**src/rtl/mul_sequencer.sv**
```systemverilog
// mul_sequencer: multi-cycle radix-2 shift-add multiplier for RV32M MUL/MULH/MULHSU/MULHU.
module mul_sequencer #(
  parameter bit EARLY_OUT    = 1'b1,
  parameter int MUL_OP_WIDTH = 2
) (
  input  logic                    clk,
  input  logic                    resetn,
  input  logic                    mul_valid,
  input  logic [MUL_OP_WIDTH-1:0] MULop,
  input  logic [31:0]             rs1,
  input  logic [31:0]             rs2,
  output logic [31:0]             rd,
  output logic                    mul_ready,
  output logic                    busy
);
  localparam logic [MUL_OP_WIDTH-1:0] OP_MUL    = MUL_OP_WIDTH'(0);
  localparam logic [MUL_OP_WIDTH-1:0] OP_MULH   = MUL_OP_WIDTH'(1);
  localparam logic [MUL_OP_WIDTH-1:0] OP_MULHSU = MUL_OP_WIDTH'(2);
  typedef enum logic [2:0] {IDLE, PREP, CALC, FIX, DONE} state_t;
  state_t state, state_nx;
  logic [MUL_OP_WIDTH-1:0] op;
  logic [31:0] r1, r2, a, b;
  logic [63:0] acc, prod;
  logic [32:0] sum;
  logic [4:0]  cnt;
  logic        neg, s1, s2, zero;
  assign s1   = (op == OP_MULH || op == OP_MULHSU) && r1[31];
  assign s2   = (op == OP_MULH) && r2[31];
  assign zero = EARLY_OUT && (r1 == 32'd0 || r2 == 32'd0);
  // 33-bit sum keeps the carry that is shifted back into acc[63]
  assign sum  = {1'b0, acc[63:32]} + {1'b0, b[0] ? a : 32'd0};
  assign prod = neg ? -acc : acc;
  always_ff @(posedge clk or negedge resetn)
    if (!resetn) state <= IDLE;
    else state <= state_nx;
  always_comb begin
    state_nx  = state;
    mul_ready = state == DONE;
    busy      = state != IDLE;
    case (state)
      IDLE:    state_nx = mul_valid ? PREP : IDLE;
      PREP:    state_nx = zero ? DONE : CALC;
      CALC:    state_nx = cnt == 5'd31 ? FIX : CALC;
      FIX:     state_nx = DONE;
      default: state_nx = IDLE;
    endcase
  end
  always_ff @(posedge clk or negedge resetn)
    if (!resetn) begin
      op  <= '0;
      r1  <= '0;
      r2  <= '0;
      a   <= '0;
      b   <= '0;
      acc <= '0;
      cnt <= '0;
      neg <= 1'b0;
      rd  <= '0;
    end else begin
      case (state)
        IDLE: if (mul_valid) begin
          op <= MULop;
          r1 <= rs1;
          r2 <= rs2;
        end
        PREP: begin
          a   <= s1 ? -r1 : r1;
          b   <= s2 ? -r2 : r2;
          neg <= s1 ^ s2;
          acc <= '0;
          cnt <= '0;
          if (zero) rd <= '0;
        end
        CALC: begin
          acc <= {sum, acc[31:1]};
          b   <= b >> 1;
          cnt <= cnt + 5'd1;
        end
        FIX: rd <= op == OP_MUL ? prod[31:0] : prod[63:32];
        default: ;
      endcase
    end
endmodule

```
**config.mk**
```make
export PLATFORM = sky130hd
export DESIGN_NAME = mul_sequencer
export DESIGN_NICKNAME = d
export VERILOG_FILES = /design/src/rtl/mul_sequencer.sv
export SDC_FILE = /design/constraint.sdc
export NUM_CORES = 1
export LEC_CHECK = 0
export CAP_MARGIN = 20
export CORE_MARGIN = 10
export CORE_UTILIZATION = 40
export DETAILED_ROUTE_END_ITERATION = 10
export GPL_TIMING_DRIVEN = 0
export HOLD_SLACK_MARGIN = 0.15
export PLACE_DENSITY = 0.66
export SETUP_SLACK_MARGIN = 0.5
export SYNTH_ARGS = -nofsm -noshare
export SYNTH_HDL_FRONTEND = slang
export SYNTH_SLANG_ARGS = --single-unit
export TNS_END_PERCENT = 20
```
**constraint.sdc**
```tcl
create_clock -name clk -period 4.54 [get_ports clk]
set_input_delay 1.135 -clock clk [delete_from_list [all_inputs] [get_ports clk]]
set_output_delay 1.135 -clock clk [all_outputs]
set_load 0.005 [all_outputs]
```
==> impl.org, run 1 <==
** Die
- The die is 202 um wide.
- Chip height :: 202 um
- Area inside the core boundary :: 32600 um2
- During I/O placement, the number of pins put on the boundary was 103.
- Die area :: 40800 um2
- Initial core utilization :: 0.406
- The floorplan has 66 rows.

** Global routing
- Global-route wire length before repair :: 57.1 mm
- Number of antenna violations at the first check in global routing :: 0
- Total global-route track usage :: 0.169
- Gr ovfl total :: 0
- Largest net degree at the start of global routing :: 124
- Number of global-route vias before repair :: 10.6k

** Timing
- The smallest clock period supported by the final layout is computed as 3.67 ns.
- Fin crit share :: 0.808
- The number of max-slew violations in the final report is 0.
- For the pin with the worst max-slew slack, the measured transition is 0.936 ns.
- Final Hold Violating Endpoints :: 0
- Worst slew slack as a fraction of its limit :: 0.370
- Worst Clk Skew :: 0.0125 ns
- Final setup fails :: 0
- Max Clk Rate :: 0.273 GHz
- Setup repair after global routing left no endpoint under its margin.

** Synthesis
- Summed instance area of the synthesized netlist :: 13200 um2
- Of the total synthesized cell area, the portion taken by XOR and XNOR cells is 0.0979.
- The synthesized-area fraction occupied by ao, oa, aoi and oai cells came to 0.206.
- The number of nets in the synthesized netlist is 1467.
- Of the total synthesized cell area, the portion taken by AND, OR, NAND and NOR gates is 0.137.
- Yosys printed 0 warnings.
- Share of the synthesized area in the top cell type :: 0.444
- Yosys mapped the design onto 63 distinct sky130hd cell types.
- Number of enable flip-flop cells after synthesis :: 0
- Number of instances in the synthesized netlist :: 1358
- Among all flip-flop cells after synthesis, the most frequent one is sky130_fd_sc_hd__dfrtp_1.
- For this run, the register share of the synthesized area comes to 0.444.
- Synthesis inferred 235 register bits.
- Largest family of logic cells by synthesized area :: compound AO/OA/AOI/OAI gates
- By area the synthesized netlist is led by sky130_fd_sc_hd__dfrtp_1 44%, sky130_fd_sc_hd__o21ai_0 5.8%, sky130_fd_sc_hd__xnor2_1 4.9%.
- Of the total synthesized cell area, the portion taken by full adders, half adders and majority gates is 0.0384.
- The portion of synthesized area spent on multiplexers is 0.0484.
- Cell type contributing the most total cell area after synthesis :: sky130_fd_sc_hd__dfrtp_1
- A synthesized cell averages 9.75 um2.
- Async set-or-reset flop fraction in the synthesized netlist :: 1.00

** Worst setup path
- Launch point of the critical path :: r2[4]$_DFFE_PN0P_
- Arrival time worst endpoint :: 4.08 ns
- Traced cell by cell, the critical path runs through or4_1 -> nor4_2 -> nand4_1 -> nor4_4 -> nand2_1 -> o31ai_1 -> o21ai_2 -> buf_2 -> a221o_1.
- STA classifies the critical path startpoint as a flip-flop.
- Cell count along the critical path :: 9
- The worst setup path is captured at a flip-flop.
- The number of buffers and inverters on the critical path is 1.
- Number of cells on the worst reg-to-reg path :: 9
- The kind of cell with the highest combined delay along the critical path is simple AND/OR/NAND/NOR gates.
- Slowest CP cell :: sky130_fd_sc_hd__or4_1
- On the worst path, the slowest cell contributes a delay of 0.61 ns.
- CP Capture Point :: rd[30]$_DFFE_PN0P_
- In this run the critical register-to-register path is launched from r2[4]$_DFFE_PN0P_.
- Of all nets on the critical path, the largest fanout is 10.
- Slack of the worst reg-to-reg path :: 0.87 ns
- The critical path is of the flip-flop to flip-flop type.
- Reg-to-reg endpoint :: rd[30]$_DFFE_PN0P_
- Required time of the critical path :: 4.95 ns

** Hold path
- In this run the worst hold path is classified as flip-flop to flip-flop.

** Layout
- After routing the design area is 15700 um2.
- The repair_antennas step left the layout with diodes totalling 0.
- Commonest non-fill, non-tap cell in the layout :: sky130_fd_sc_hd__dfrtp_1
- Fill cell instance count of the final layout :: 3059
- For this run, the share of the core covered by cells in the final layout is 0.483.
- Commonest non-fill, non-tap cells in the layout :: 235 x sky130_fd_sc_hd__dfrtp_1, 153 x sky130_fd_sc_hd__o21ai_0, 141 x sky130_fd_sc_hd__nand2_1
- Relative to the synthesized area, the layout overhead comes to 18.9%.
- NumNets Final :: 1599
- Share of layout cells above drive strength 1 :: 0.0849

** Routing
- Number of optimization iterations in the first detailed-route pass :: 5
- Dividing the detail-routed via count by the number of cells gives 5.48.
- Total number of vias :: 10.7k
- The count of nets left with antenna violations once routing finished came out at 0.
- Wire length per cell after detailed routing :: 18.2 um
- The detailed router finished its first iteration with 639 violations.
- Remaining routing DRC violations :: 0
- Routed wire length :: 35.4 mm

** Pwr
- Switching portion of total power :: 0.421
- Proportion of power drawn by the clock network :: 0.191
- Switching power of the nets :: 4.71 mW
- The analysis attributes to cell leakage a power of 6.69 nW.
- Total internal power :: 6.49 mW
- Logic gate share of total power :: 0.464
- Reg power frac :: 0.344
- The worst-case IR drop observed on VDD is 0.403 mV.
- Pwr/cell area :: 712 nW/um2

** CTS
- Number of buffers created by CTS :: 27
- H-tree depth reported by CTS :: 1
- Buffers inserted to repair hold after CTS numbered 0.
- Clock tree synthesis selected as its root buffer the cell sky130_fd_sc_hd__clkbuf_16.
- The clock reaches the later pin of the worst-skew pair after 0.54 ns.
- Post-CTS timing repair inserted 0 buffers for setup.
- For this design, the sink count on the clock tree is 235.
- TritonCTS built the clock tree.
- After clock tree synthesis, the clock-pin slew on the worst setup and hold paths is 0.06 ns.
- The clock passes through at most 3 buffers.

** Place
- In this run the cell area measured after placement is 14800 um2.
- HPWL after detailed placement :: 27.0 mm
- Number of port buffers :: 102
- Routability congestion estimate :: 0.903

** Job
- Count of max-cap constraint violations :: 0

** Status
- The flow ran to the end, and the final reports show no timing, DRC or antenna violations.
==> power by group through the flow <==
stage                     logic [mW]  registers, mW  clock network [mW]
final                           5.20           3.86                2.14
after global routing            5.76           3.99                2.27
after CTS                       5.20           3.84                2.17
after detailed placement        5.18           3.87                   0
after global placement          5.08           3.84                   0
after floorplan                 3.70           3.61                   0
==> worst reg2reg max path, delay by kind of cell (launching register included) <==
family	cells	cell delay (ns)
buffers and inverters	1	0.28
flip-flops	1	0.43
AO/OA/AOI/OAI	3	0.92
AND/OR/NAND/NOR	5	1.91
==> stage by stage <==
stage	setup WS [ns]	cells	setup TNS (ns)	total power [mW]	hold slack (ns)
5_1_grt	0.504	1949	0	12.0	0.488
3_5_place_dp	0.658	1903	0	9.06	0.458
4_1_cts	0.614	1949	0	11.2	0.470
6_report	0.873	1949	0	11.2	0.467
3_3_place_gp	-7.55	1902	-1766.43	8.92	0.447
2_1_floorplan	1.62	1358	0	7.31	0.430
==> cell usage after synthesis (all sizes together) (14+ instances only) <==
cell,count
ha,39
clkbuf,67
or3,17
nand2,141
mux2,56
a22oi,30
o31ai,33
a22o,36
dfrtp,235
o21ai,156
a221o,21
a21oi,68
xor2,74
or4,15
nor2,69
nor4,14
inv,23
nor3,18
and2,36
nand4,14
xnor2,74
a21o,20
==> sequential cells by signal, summed over array words and instances, names as in the netlist <==
| register | count |
|---|---|
| cnt | 5 |
| op | 2 |
| b | 32 |
| r1 | 32 |
| r2 | 32 |
| acc | 64 |
| state | 3 |
| rd | 32 |
| neg | 1 |
| a | 32 |
==> kinds of logic (layout without fill, tap and decap cells) <==
logic type               count (synthesis)  in the layout
adder cells (fa/ha/maj)                 40             40
buffers and inverters                   97            246
XOR/XNOR                               148            148
AND/OR/NAND/NOR                        365            365
multiplexers                            57             57
flip-flops                             235            235
AO/OA/AOI/OAI                          416            416
==> layout make-up <==
type,instances,area [um2],share of cell area
Timing Repair Buffer,103,1050,0.0669
Tap cell,442,553,0.0351
Clock inverter,6,61.3,0.00390
Inverter,23,86.3,0.00548
Clock buffer,40,815,0.0517
Sequential cell,235,5880,0.374
Multi-Input combinational cell,1026,7000,0.445
Buffer,74,289,0.0184
==> layer usage <==
| layer | share of wire | track usage | vias to the layer above |
|---|---|---|---|
| met5 | 0 | 0 | - |
| met4 | 0.018 | 0.0397 | 0 |
| met3 | 0.053 | 0.0232 | 47 |
| met2 | 0.45 | 0.273 | 267 |
| met1 | 0.47 | 0.234 | 5168 |
| li1 | - | - | 5207 |
==> what timing repair did <==
action,4_1_cts,5_1_grt
endpoints found under the hold margin,0,0
gates resized for setup,0,5
endpoints found under the setup margin,0,27
==> how the worst min path moves through the flow <==
stage / slack [ns] / to / start / depth (start not counted)
3_5_place_dp: 0.46 / a[31]$_DFFE_PN0P_ / a[31]$_DFFE_PN0P_ / 2
4_1_cts: 0.47 / a[31]$_DFFE_PN0P_ / a[31]$_DFFE_PN0P_ / 2
5_1_grt: 0.49 / rd[14]$_DFFE_PN0P_ / rd[14]$_DFFE_PN0P_ / 1
2_1_floorplan: 0.43 / a[31]$_DFFE_PN0P_ / a[31]$_DFFE_PN0P_ / 2
3_3_place_gp: 0.45 / a[31]$_DFFE_PN0P_ / a[31]$_DFFE_PN0P_ / 2
6_report: 0.47 / a[31]$_DFFE_PN0P_ / a[31]$_DFFE_PN0P_ / 2
Power figures use the tool's default switching activity.
==> run 2, diff against run 1 <==
==> constraint.sdc (replaced) <==
create_clock -name clk -period 3.6 [get_ports clk]
set_input_delay 0.9 -clock clk [delete_from_list [all_inputs] [get_ports clk]]
set_output_delay 0.9 -clock clk [all_outputs]
set_load 0.005 [all_outputs]
==> run 2 against run 1 <==
Effect of this change: power up 28%; count of clock-buffer cells in the layout unchanged; sequential cell count unchanged; register-to-register slack worse by 0.28 ns; critical endpoint is now busy; clock skew up 0.0019 ns; critical path type is now flip-flop to output port; setup slack worse by 0.34 ns; sequential power up 27%; clock power up 26%.
==> impl.org, run 2 (synthesis gave the netlist of run 1 again) <==
** Layout
- Leaving out fill and tap cells, the most frequent cell in the layout is sky130_fd_sc_hd__dfrtp_1.
- FF/Latch Area :: 5880 um2
- The finished layout holds 1960 standard cells, fillers aside.
- NumNets Final :: 1610
- Ant diodes :: 0
- Share of the core filled with cells in the final layout :: 0.491
- The filler cells instantiated in the layout total 3042.
- Number of flip-flops in the largest register :: 64
- Commonest non-fill, non-tap cells in the layout :: 235 x sky130_fd_sc_hd__dfrtp_1, 148 x sky130_fd_sc_hd__o21ai_0, 140 x sky130_fd_sc_hd__nand2_1
- In the final layout, the multi-input gates occupy 7190 um2.
- Relative to the synthesized area, the layout overhead comes to 21.1%.
- Register with the most flip-flops :: acc
- In the final layout, the share of cells above drive strength 1 is 0.111.
- Final design instance area without fill :: 16000 um2

** Routing
- Total number of vias :: 10.8k
- Via count normalized by instance count :: 5.53
- For this block, the initial DRC count from the detailed router was 710.
- Remaining routing DRC violations :: 0
- Wire length per cell after detailed routing :: 18.3 um
- Routed wire length :: 35.9 mm
- Number of optimization iterations in the first detailed-route pass :: 5
- In this run the remaining antenna-violating nets after routing total 0.

** Place
- In this run the tool buffered the top-level ports with 102 buffer cells.
- Pre-CTS setup slack :: -0.282 ns
- HPWL after detailed placement :: 27.0 mm
- At the end of routability-driven placement, the weighted congestion stood at 0.903.
- In this run the cell area measured after placement is 14800 um2.
- Once placement completed, the tool counted placed cells totaling 1903.

** Timing
- Smallest setup slack after layout :: 0.535 ns
- Measured against its own limit, the worst slew margin works out to 0.426.
- Derived from the worst setup path, the maximum achievable clock frequency is 0.326 GHz.
- Post-route minimum period :: 3.06 ns
- After routing, the total negative slack on setup checks comes to 0 ns.
- Clock skew on the completed layout was measured at 0.0144 ns.
- Final-report max-slew violation count :: 0
- On the final layout, the worst hold slack is 0.408 ns.
- For the pin with the worst max-slew slack, the measured transition is 0.861 ns.
- The final number of hold-violating endpoints came to 0.
- Final setup fails :: 0
- Setup repair after global routing could not meet its margin everywhere.
- Of the available clock period, the critical path in the final layout requires 0.851.

** Status
- The flow ran to the end, and the final reports show no timing, DRC or antenna violations.

** CTS
- Maximum buffer depth of the clock tree :: 3
- CTS saw 235 sinks.
- Number of buffers created by CTS :: 27
- H-tree depth reported by CTS :: 1
- Quantity of hold-fixing buffers added after cts :: 0
- Clk Latency, worst-skew pair :: 0.54 ns
- CTS tree :: built
- Clock slew seen by the registers of the worst setup and hold paths :: 0.06 ns
- The root buffer cell chosen for the clock tree is sky130_fd_sc_hd__clkbuf_16.

** Global routing
- The via count of the first global-routing pass came to 10.7k.
- For this run, the total global-route usage over all layers was measured as 0.170.
- Number of antenna violations at the first check in global routing :: 0
- Gr ovfl total :: 0
- Largest net degree at the start of global routing :: 124
- Global-route wire length before repair :: 57.5 mm

** Worst setup path
- Peak per-stage delay on the critical path :: 0.55 ns
- Data arrives at the worst endpoint at 2.16 ns.
- The critical path goes through clkbuf_1 -> or3_1 -> clkdlybuf4s50_1.
- STA classifies the critical path endpoint as an output port.
- The critical path is of the flip-flop to output port type.
- Along the worst path, the maximum fanout reaches 9.
- Cell class contributing the biggest share of worst-path delay :: buffers and inverters
- Buffering stage count on the worst path with inverters included :: 2
- For the worst setup path, the data required time is 2.70 ns.
- Slowest CP cell :: sky130_fd_sc_hd__or3_1
- Nature of the critical path startpoint :: flip-flop

** Pwr
- The completed layout was analyzed and its total power is 14.3 mW.
- Switching power of the nets :: 6.06 mW
- Leakage power summed over all cells :: 6.82 nW
- Total internal power :: 8.29 mW
- Of the total power, the clock network draws 0.188.
- Logic gate share of total power :: 0.471
- Max VDD drop :: 0.511 mV
- Of the total power, the share spent switching nets is 0.422.
- Pwr/cell area :: 895 nW/um2
- The share of total power dissipated in sequential elements is 0.341.

** Die
- Area inside the core boundary :: 32600 um2
- The floorplan step defined a die boundary enclosing 40800 um2.
- Number of standard-cell rows in the floorplan :: 66
- For this design the top-level I/O count stands at 103.
- Chip height :: 202 um
- Die extent in x :: 202 um
- Initial core utilization :: 0.406

** Hold path
- In this run the worst hold path is classified as input port to asynchronous set/reset pin.

** Job
- Count of max-cap constraint violations :: 0
## run 2: cell types whose count changed in the layout (fill, tap and decap cells not counted), moves of 3 or more
cell,before,now
sky130_fd_sc_hd__a21oi_1,68,64
sky130_fd_sc_hd__a21oi_2,0,3
sky130_fd_sc_hd__nor3_1,18,15
sky130_fd_sc_hd__clkbuf_2,1,5
sky130_fd_sc_hd__o21ai_0,153,148
sky130_fd_sc_hd__clkbuf_1,70,65
sky130_fd_sc_hd__nor4_4,2,5
sky130_fd_sc_hd__nor4_1,9,6
sky130_fd_sc_hd__buf_4,0,12
## run 2: timing repair
item,CTS,global route
hold endpoints to repair,0,0
endpoints found under the setup margin,52,71
buffers inserted,5,6
pin swaps,5,10
gates resized for setup,24,33
## run 2: final timing paths
| path | startpoint | end | slack (ns) | cells after the start |
|---|---|---|---|---|
| max | state[1]$_DFF_PN0_ | busy | 0.54 | 3 |
| min | resetn | r2[16]$_DFFE_PN0P_ | 0.41 | 1 |
| max reg2reg | b[0]$_DFFE_PN0P_ | acc[58]$_DFFE_PN0P_ | 0.59 | 12 |
| min reg2reg | a[31]$_DFFE_PN0P_ | a[31]$_DFFE_PN0P_ | 0.47 | 2 |
| max in group asynchronous | resetn | acc[60]$_DFFE_PN0P_ | 2.04 | 2 |
| min in group clk | a[31]$_DFFE_PN0P_ | a[31]$_DFFE_PN0P_ | 0.47 | 2 |
## run 2: final cells by class
| cell class | instances | area share |
|---|---|---|
| Sequential cell | 235 | 0.367 |
| Timing Repair Buffer | 114 | 0.0709 |
| Tap cell | 442 | 0.0345 |
| Multi-Input combinational cell | 1026 | 0.449 |
| Clock buffer | 40 | 0.0508 |
| Clock inverter | 6 | 0.00383 |
| Inverter | 23 | 0.00539 |
| Buffer | 74 | 0.0191 |
## run 2: layer usage
metal,GRT usage,part of all wire
met1,0.235,0.47
met2,0.275,0.46
met3,0.0233,0.049
met4,0.0403,0.017
met5,0,0
## run 2: power groups by stage
stage	combinational, mW	clock, mW	sequential [mW]
global placement	6.41	0	4.84
floorplan	4.67	0	4.55
detailed placement	6.54	0	4.89
CTS	6.61	2.74	4.86
global route	7.45	2.86	5.07
finish	6.76	2.69	4.90
